--- config.mk ---
export PLATFORM = sky130hd
export DESIGN_NAME = maxpool_scheduler
export DESIGN_NICKNAME = d
export VERILOG_FILES = /design/src/rtl/maxpool_scheduler.sv
export SDC_FILE = /design/constraint.sdc
export NUM_CORES = 1
export LEC_CHECK = 0
export CAP_MARGIN = 20
export CORE_MARGIN = 3
export CORE_UTILIZATION = 45
export DETAILED_ROUTE_END_ITERATION = 16
export PLACE_DENSITY = 0.84
export SLEW_MARGIN = 30
export SYNTH_ARGS = -nofsm -noshare
export SYNTH_HDL_FRONTEND = slang
export SYNTH_SLANG_ARGS = --single-unit
export TNS_END_PERCENT = 20
--- constraint.sdc ---
create_clock -name clk -period 4 [get_ports clk]
set_input_delay 0.4 -clock clk [delete_from_list [all_inputs] [get_ports clk]]
set_output_delay 0.4 -clock clk [all_outputs]
set_load 0.03 [all_outputs]
--- src/rtl/maxpool_scheduler.sv ---
// Multi-channel 2x2/stride-2 max-pool sequencer driving one shared engine.
// Streams each channel from source RAM, collects results into destination RAM.
module maxpool_scheduler #(
  parameter int MAP_WIDTH    = 28,
  parameter int NUM_CHANNELS = 6,
  parameter int OUT_DIM      = MAP_WIDTH / 2,
  parameter int SRC_AW       = $clog2(NUM_CHANNELS * MAP_WIDTH**2),
  parameter int DST_AW       = $clog2(NUM_CHANNELS * OUT_DIM**2),
  localparam int CW          = (NUM_CHANNELS > 1) ? $clog2(NUM_CHANNELS) : 1
) (
  input  logic                clk,
  input  logic                rst,
  input  logic                start,
  input  logic                hold,
  output logic                busy,
  output logic                done,
  output logic [CW-1:0]       channel_idx,
  output logic                src_rd_en,
  output logic [SRC_AW-1:0]   src_rd_addr,
  input  logic signed [7:0]   src_rd_data,
  output logic                mp_rst,
  output logic                mp_valid_in,
  output logic signed [7:0]   mp_pixel_in,
  input  logic                mp_valid_out,
  input  logic signed [7:0]   mp_pixel_out,
  output logic                dst_wr_en,
  output logic [DST_AW-1:0]   dst_wr_addr,
  output logic signed [7:0]   dst_wr_data
);

  localparam int MAP_PIX = MAP_WIDTH * MAP_WIDTH;
  localparam int OUT_PIX = OUT_DIM * OUT_DIM;
  localparam int PW      = (MAP_PIX > 1) ? $clog2(MAP_PIX) : 1;
  localparam int OW      = $clog2(OUT_PIX + 1);

  typedef enum logic [2:0] {
    S_IDLE,
    S_CLEAR,
    S_STREAM,
    S_DRAIN,
    S_NEXT,
    S_DONE
  } state_t;

  state_t              state_q, state_d;
  logic [CW-1:0]       ch_q, ch_d;
  logic [PW-1:0]       pix_q, pix_d;
  logic [OW-1:0]       out_q, out_d;
  logic [SRC_AW-1:0]   src_base_q, src_base_d;
  logic [DST_AW-1:0]   dst_base_q, dst_base_d;
  logic                vin_q;
  logic                rd_en;
  logic                wr_en;

  always_ff @(posedge clk) begin
    if (rst) begin
      state_q    <= S_IDLE;
      ch_q       <= '0;
      pix_q      <= '0;
      out_q      <= '0;
      src_base_q <= '0;
      dst_base_q <= '0;
      vin_q      <= 1'b0;
    end else begin
      state_q    <= state_d;
      ch_q       <= ch_d;
      pix_q      <= pix_d;
      out_q      <= out_d;
      src_base_q <= src_base_d;
      dst_base_q <= dst_base_d;
      vin_q      <= rd_en;
    end
  end

  always_comb begin
    state_d    = state_q;
    ch_d       = ch_q;
    pix_d      = pix_q;
    out_d      = out_q;
    src_base_d = src_base_q;
    dst_base_d = dst_base_q;
    rd_en      = 1'b0;
    // Engine outputs outside an active channel are stale; drop them.
    wr_en      = mp_valid_out &&
                 (state_q == S_STREAM || state_q == S_DRAIN);
    if (wr_en) out_d = out_q + OW'(1);

    unique case (state_q)
      S_IDLE: begin
        if (start) state_d = S_CLEAR;
      end
      S_CLEAR: begin
        pix_d   = '0;
        out_d   = '0;
        state_d = S_STREAM;
      end
      S_STREAM: begin
        if (!hold) begin
          rd_en = 1'b1;
          pix_d = pix_q + PW'(1);
          if (pix_q == PW'(MAP_PIX - 1)) begin
            pix_d   = '0;
            state_d = S_DRAIN;
          end
        end
      end
      S_DRAIN: begin
        if (out_d == OW'(OUT_PIX)) state_d = S_NEXT;
      end
      S_NEXT: begin
        if (ch_q == CW'(NUM_CHANNELS - 1)) begin
          state_d = S_DONE;
        end else begin
          ch_d       = ch_q + CW'(1);
          src_base_d = src_base_q + SRC_AW'(MAP_PIX);
          dst_base_d = dst_base_q + DST_AW'(OUT_PIX);
          state_d    = S_CLEAR;
        end
      end
      S_DONE: begin
        ch_d       = '0;
        src_base_d = '0;
        dst_base_d = '0;
        state_d    = S_IDLE;
      end
      default: state_d = S_IDLE;
    endcase
  end

  assign busy        = (state_q != S_IDLE);
  assign done        = (state_q == S_DONE);
  assign channel_idx = ch_q;
  assign src_rd_en   = rd_en;
  assign src_rd_addr = rd_en ? src_base_q + SRC_AW'(pix_q) : '0;
  assign mp_rst      = rst | (state_q == S_CLEAR);
  assign mp_valid_in = vin_q;
  assign mp_pixel_in = src_rd_data;
  assign dst_wr_en   = wr_en;
  assign dst_wr_addr = wr_en ? dst_base_q + DST_AW'(out_q) : '0;
  assign dst_wr_data = wr_en ? mp_pixel_out : '0;

endmodule

# Word level (Yosys, flattened, before mapping)

Cells that the tools add are included.

Mux-type cells: 21
Eq/ne operators: 13
Reduce and logical (&&, ||, !) cells: 10
$add $sub $neg: 7
Bitwise logic cells: 1

Operators with widths:

| operator                 | number |
|---|---|
| $mux W13                 | 2 |
| $pmux W13 S2             | 1 |
| $mux W11                 | 2 |
| $pmux W11 S2             | 1 |
| $mux W10                 | 2 |
| $pmux W10 S2             | 1 |
| $mux W3                  | 6 |
| $mux W8                  | 2 |
| $pmux W3 S5              | 1 |
| $add A13 B10 Y13         | 1 |
| $add A13 B10 Y13 const B | 1 |
| $add A11 B8 Y11          | 1 |
| $add A11 B8 Y11 const B  | 1 |
| $add A10 B1 Y10 const B  | 1 |
| $eq A10 B10 Y1 const B   | 1 |
| $eq A3 B3 Y1 const B     | 3 |
| $add A8 B1 Y8 const B    | 1 |
| $eq A8 B8 Y1 const B     | 1 |
| $eq A3 B2 Y1 const B     | 2 |
| $ne A2 B2 Y1 const B     | 3 |
| $pmux W3 S2              | 1 |
| $ne A2 B1 Y1 const B     | 2 |
| $reduce_and A2 Y1        | 2 |
| $reduce_and A4 Y1        | 1 |
| other kinds (10)         | 12 |

Logic and storage cells: 59
Flip-flop bits (word level): 49
Output and inout port bits: 49
Input port bits: 21

# Logic depth before layout (Yosys ltp)

Word-level depth: 7
Mapped depth: 11
Depth with buffers taken out: 8

# Least setup slack after synthesis

Ideal clock, no wire load.

Kind: register -> register
Start: register state_q[2]
End: register state_q[1]
Setup slack: 1.134 ns
Required time: 3.866 ns
Data arrival time: 2.732 ns
Path buffers: 2
Clock period less this slack: 2.866 ns
Cell stages (with the launch flop): 11
Setup time: 0.134 ns
Path through: dfxtp_1 > nand3b_2 > inv_2 > clkbuf_1 > clkbuf_1 > ha_1 > nand2b_1 > nor4b_1 > o21ai_0 > a2111o_1 > nor4b_1

Cells in the longest elaborated chain, start to end: 7
Elaborated cells on any way between the ends: 15

Ends and longest elaborated chain:

| item                            | RTL line | text |
|---|---|---|
| start: declaration              | 45       | `state_t state_q, state_d;` |
| start signal: assignment        | 65       | `state_q <= state_d;` |
| $eq A3 B2 Y1                    | 85       | `(state_q == S_STREAM \|\| state_q == S_DRAIN);` |
| $logic_or A1 B1 Y1 (*)          | 85       |  |
| $logic_and A1 B1 Y1 (*)         | 84       | `wr_en = mp_valid_out &&` |
| named net dst_wr_en             | 26       | `output logic dst_wr_en,` |
| $mux W8 (*)                     | 86       | `if (wr_en) out_d = out_q + OW'(1);` |
| $eq A8 B8 Y1 (*)                | 108      | `if (out_d == OW'(OUT_PIX)) state_d = S_NEXT;` |
| $ne A2 B1 Y1 (no line) (*)      | -        |  |
| $reduce_and A4 Y1 (no line) (*) | -        |  |

The timed path passes the listed nets; every way through them passes the cells marked *.
A chain may end at the register's enable or synchronous reset.

# Final worst setup path

Start: register out_q[3]
End: output dst_wr_addr[9]

Cells in the longest elaborated chain, start to end: 2

Ends and longest elaborated chain:

| item                     | RTL line | text |
|---|---|---|
| start: declaration       | 48       | `logic [OW-1:0] out_q, out_d;` |
| start signal: assignment | 68       | `out_q <= out_d;` |
| $add A11 B8 Y11          | 139      | `assign dst_wr_addr = wr_en ? dst_base_q + DST_AW'(out_q) : '0;` |
| $mux W11                 | 139      |  |
| end: declaration         | 27       | `output logic [DST_AW-1:0] dst_wr_addr,` |

Every way passes these cells.

==> flow_summary.yaml <==
synth:
  ys_types: 53
  synthCells: 381
  yosysSeqAreaShare_pct: 28.6
  number_of_enable_flip_flop_cells_after_synthesis: 0
  synth-xor-area-share_pct: 10.5
  synth_top_family_by_area: "simple AND/OR/NAND/NOR gates"
  yosys.area_share.simple_pct: 29.2
  async_flop_share_pct: 0
  synth_fa_ha_area_share_pct: 8.72
  yosysWarningCount: 0
  postSynthAreaPerCell_um2: 7.91
  postSynthRegisterBits: 43
  ys_dominant_reg_cell: "sky130_fd_sc_hd__dfxtp_1"
  netlist_area_um2: 3010
  synth.mux.area_fraction_pct: 1.99
  synth-compound-area-share_pct: 15.6
timing:
  worst-slew-pin-transition_ps: 686
  max-slew-margin-rel_pct: 54.2
  setup-violations-final: 0
  fmaxAchievable_mhz: 294
  finalHoldViolCount: 0
  tns_ps: 0
  finalWorstSetupSlack_ps: 597
  fin_worst_skew_ps: 6.24
  fin_crit_sh_pct: 85.1
  maxSlewViolCount: 0
  period_minus_slack_ps: 3400
  grt_setup_unrepaired: "false"
  fin_worst_hold_slack_ps: 525
setup_path:
  path_cells: "ha_1 -> a21o_1 -> a21o_1 -> a2111oi_0 -> o311ai_1 -> o41ai_1 -> clkdlybuf4s50_1"
  slowest_delay_ps: 740
  register_to_register_setup_slack_ps: 1030
  critical_path_type: "register to primary output"
  crit_path_max_fanout: 6
  cp_common_cell: "sky130_fd_sc_hd__a21o_1"
  crit_path_start_kind: "register"
  timing.critical_path.required_ps: 3600
  rr_startpoint: "state_q[2]$_SDFFE_PP0P_"
  cp_data_arrival_time_ps: 3000
  worst_path_max_delay_cell: "sky130_fd_sc_hd__clkdlybuf4s50_1"
  worst_r2r_path_depth: 8
  worstSetupEndpointType: "primary output"
  startpoint: "out_q[3]$_SDFF_PP0_"
floorplanning:
  i_o_pin_total: 70
  fp-row-count: 29
  die_area_um2: 7720
  floorplan.initialDensity_pct: 46.9
  die_height_um: 87.8
  placeableCoreArea_um2: 6420
  die_w_um: 87.8
global_routing:
  grt-ovfl-total: 0
  grt_start_max_net_pins: 22
  grt.total_usage_pct: 18.0
  grt.met2_usage_pct: 31.2
  met3_usage_pct: 3.57
  grt_first_pass_wirelength_um: 11500
  globalRoute.busiestLayer: "met2"
  groute.layer.met1.usage_pct: 22.4
  first_global_vias: 2660
  initial_antenna_violation_count: 0
placed_design:
  hpwl_um: 4960
  gp_congestion: 0.894
  detailedPlace.worstSlack_ps: 831
  port_buffers: 53
clock_tree:
  post_cts_hold_buffers: 0
  cts_resized: 0
  clock_tree_from_tritoncts: "done"
  cts_inserted_buffers: 5
  htree_levels: 2
  buffer_cell_driving_the_clock_tree_root: "sky130_fd_sc_hd__clkbuf_8"
  clock_sink_count: 43
  worst_skew_pair_later_pin_latency_ps: 300
  clk_pin_slew_worst_paths_ps: 90
  cts_buffer_depth: 2
  post_cts_buffers: 0
routing:
  finalWirelength_um: 6510
  detail_route.iter0.violations: 113
  detail_route.vias_per_cell: 5.46
  drtAntennaViolNets: 0
  detailroute.via_count: 2731
  wl_per_cell_um: 13.0
  route.detailed.drc: 0
  drtPass1Iterations: 4
power_and_ir_drop:
  total_leakage_power_nw: 1.38
  vdd_ir_drop_max_mv: 0.136
  powerDensity_nw_per_um2: 228
status:
  outcome: "finished clean"
min_path:
  hold-path-cell-count: 2
  worst_hold_startpoint: "src_base_q[9]$_SDFFE_PP0P_"
  worst_hold_path_type: "register to register"
cells_and_area:
  commonest_cells_after_routing_fill_and_taps_aside: "sky130_fd_sc_hd__clkdlybuf4s50_1, sky130_fd_sc_hd__nor2_1, sky130_fd_sc_hd__dfxtp_1"
  final_common_cell: "sky130_fd_sc_hd__clkdlybuf4s50_1"
  n_antenna_cell: 0
  fillerInstances: 605
  layout-drive-gt1-share_pct: 4.26
  area_delta_synth_final_pct: 20.4
  final_net_count: 464
  final_util_pct: 56.5
flow_run:
  maxCapViolCount: 0
power by group:
group	internal [mW]	switching, mW
Clock	0.125	0.159
Combinational	0.0431	0.0585
Sequential	0.433	0.0103
Total	0.601	0.227
Yosys cell counts, drive strengths merged (2+ instances only):
master | number | area share, %
nor3 | 11 | 1.8
and2 | 13 | 2.7
nand4 | 12 | 2.5
o21ai | 11 | 1.8
o211ai | 2 | 0.50
mux2i | 6 | 2.0
a2111oi | 5 | 2.1
a21oi | 23 | 3.8
nor2 | 50 | 6.2
xor2 | 18 | 5.2
and3 | 5 | 1.0
nor4 | 5 | 1.0
clkbuf | 9 | 1.1
nand2b | 11 | 2.3
nand4b | 2 | 1.1
xnor2 | 18 | 5.2
o311ai | 3 | 0.87
a21o | 8 | 2.0
nand3b | 2 | 0.62
or3 | 8 | 1.7
inv | 12 | 1.5
nand2 | 39 | 4.9
nand3 | 8 | 1.3
a31oi | 2 | 0.42
dfxtp | 43 | 29
a211oi | 3 | 0.75
buf | 12 | 2.7
o21bai | 3 | 0.87
nor4b | 2 | 0.58
ha | 21 | 8.7
logic make-up after synthesis:
family,after synthesis
AO/OA/AOI/OAI,68
multiplexers,6
other,1
XOR/XNOR,36
buffers and inverters,33
adder cells (fa/ha/maj),21
flip-flops,43
AND/OR/NAND/NOR,173
metrics by stage:
| stage | total power [mW] | area [um^2] | instances |
|---|---|---|---|
| after floorplan | 0.532 | 3020 | 382 |
| after global placement | 0.553 | 3540 | 492 |
| after detailed placement | 0.556 | 3540 | 492 |
| after CTS | 0.840 | 3630 | 500 |
| after global routing | 0.865 | 3630 | 500 |
| final | 0.828 | 3630 | 500 |
worst max-delay path, delay by kind of cell (launching register included):
family | cells | cell delay, ps
AOI/OAI and AO/OA | 5 | 1220
adders and majority gates | 1 | 380
buffers and inverters | 1 | 740
DFF | 1 | 360
worst paths after layout:
check,end
setup / recovery,dst_wr_addr[9]
hold / removal,src_base_q[9]$_SDFFE_PP0P_
setup reg to reg,state_q[1]$_SDFFE_PP0P_
hold reg to reg,src_base_q[9]$_SDFFE_PP0P_
sequential cells by signal (all words and copies together), names as in the netlist:
name / flops
out_q: 8
mp_valid_in: 1
state_q: 3
dst_base_q: 9
pix_q: 10
src_base_q: 9
channel_idx: 3
layer usage:
layer	up-vias	routed length (um)	part of all wire, %
li1	1420	-	-
met1	1232	3050	47
met2	71	3050	47
met3	8	358	5.5
met4	0	54	0.83
met5	-	0	0
final cells by class:
type	count	area (um^2)	share of cell area, %
clock buffers	5	68.8	1.90
multi-input cells	306	2000	55.0
well taps	77	96.3	2.65
clock inverters	3	23.8	0.655
flip-flops and latches	43	861	23.7
repair buffers	54	538	14.8
inverters	12	45.0	1.24
Note: power is estimated with default switching activity, not from simulation.
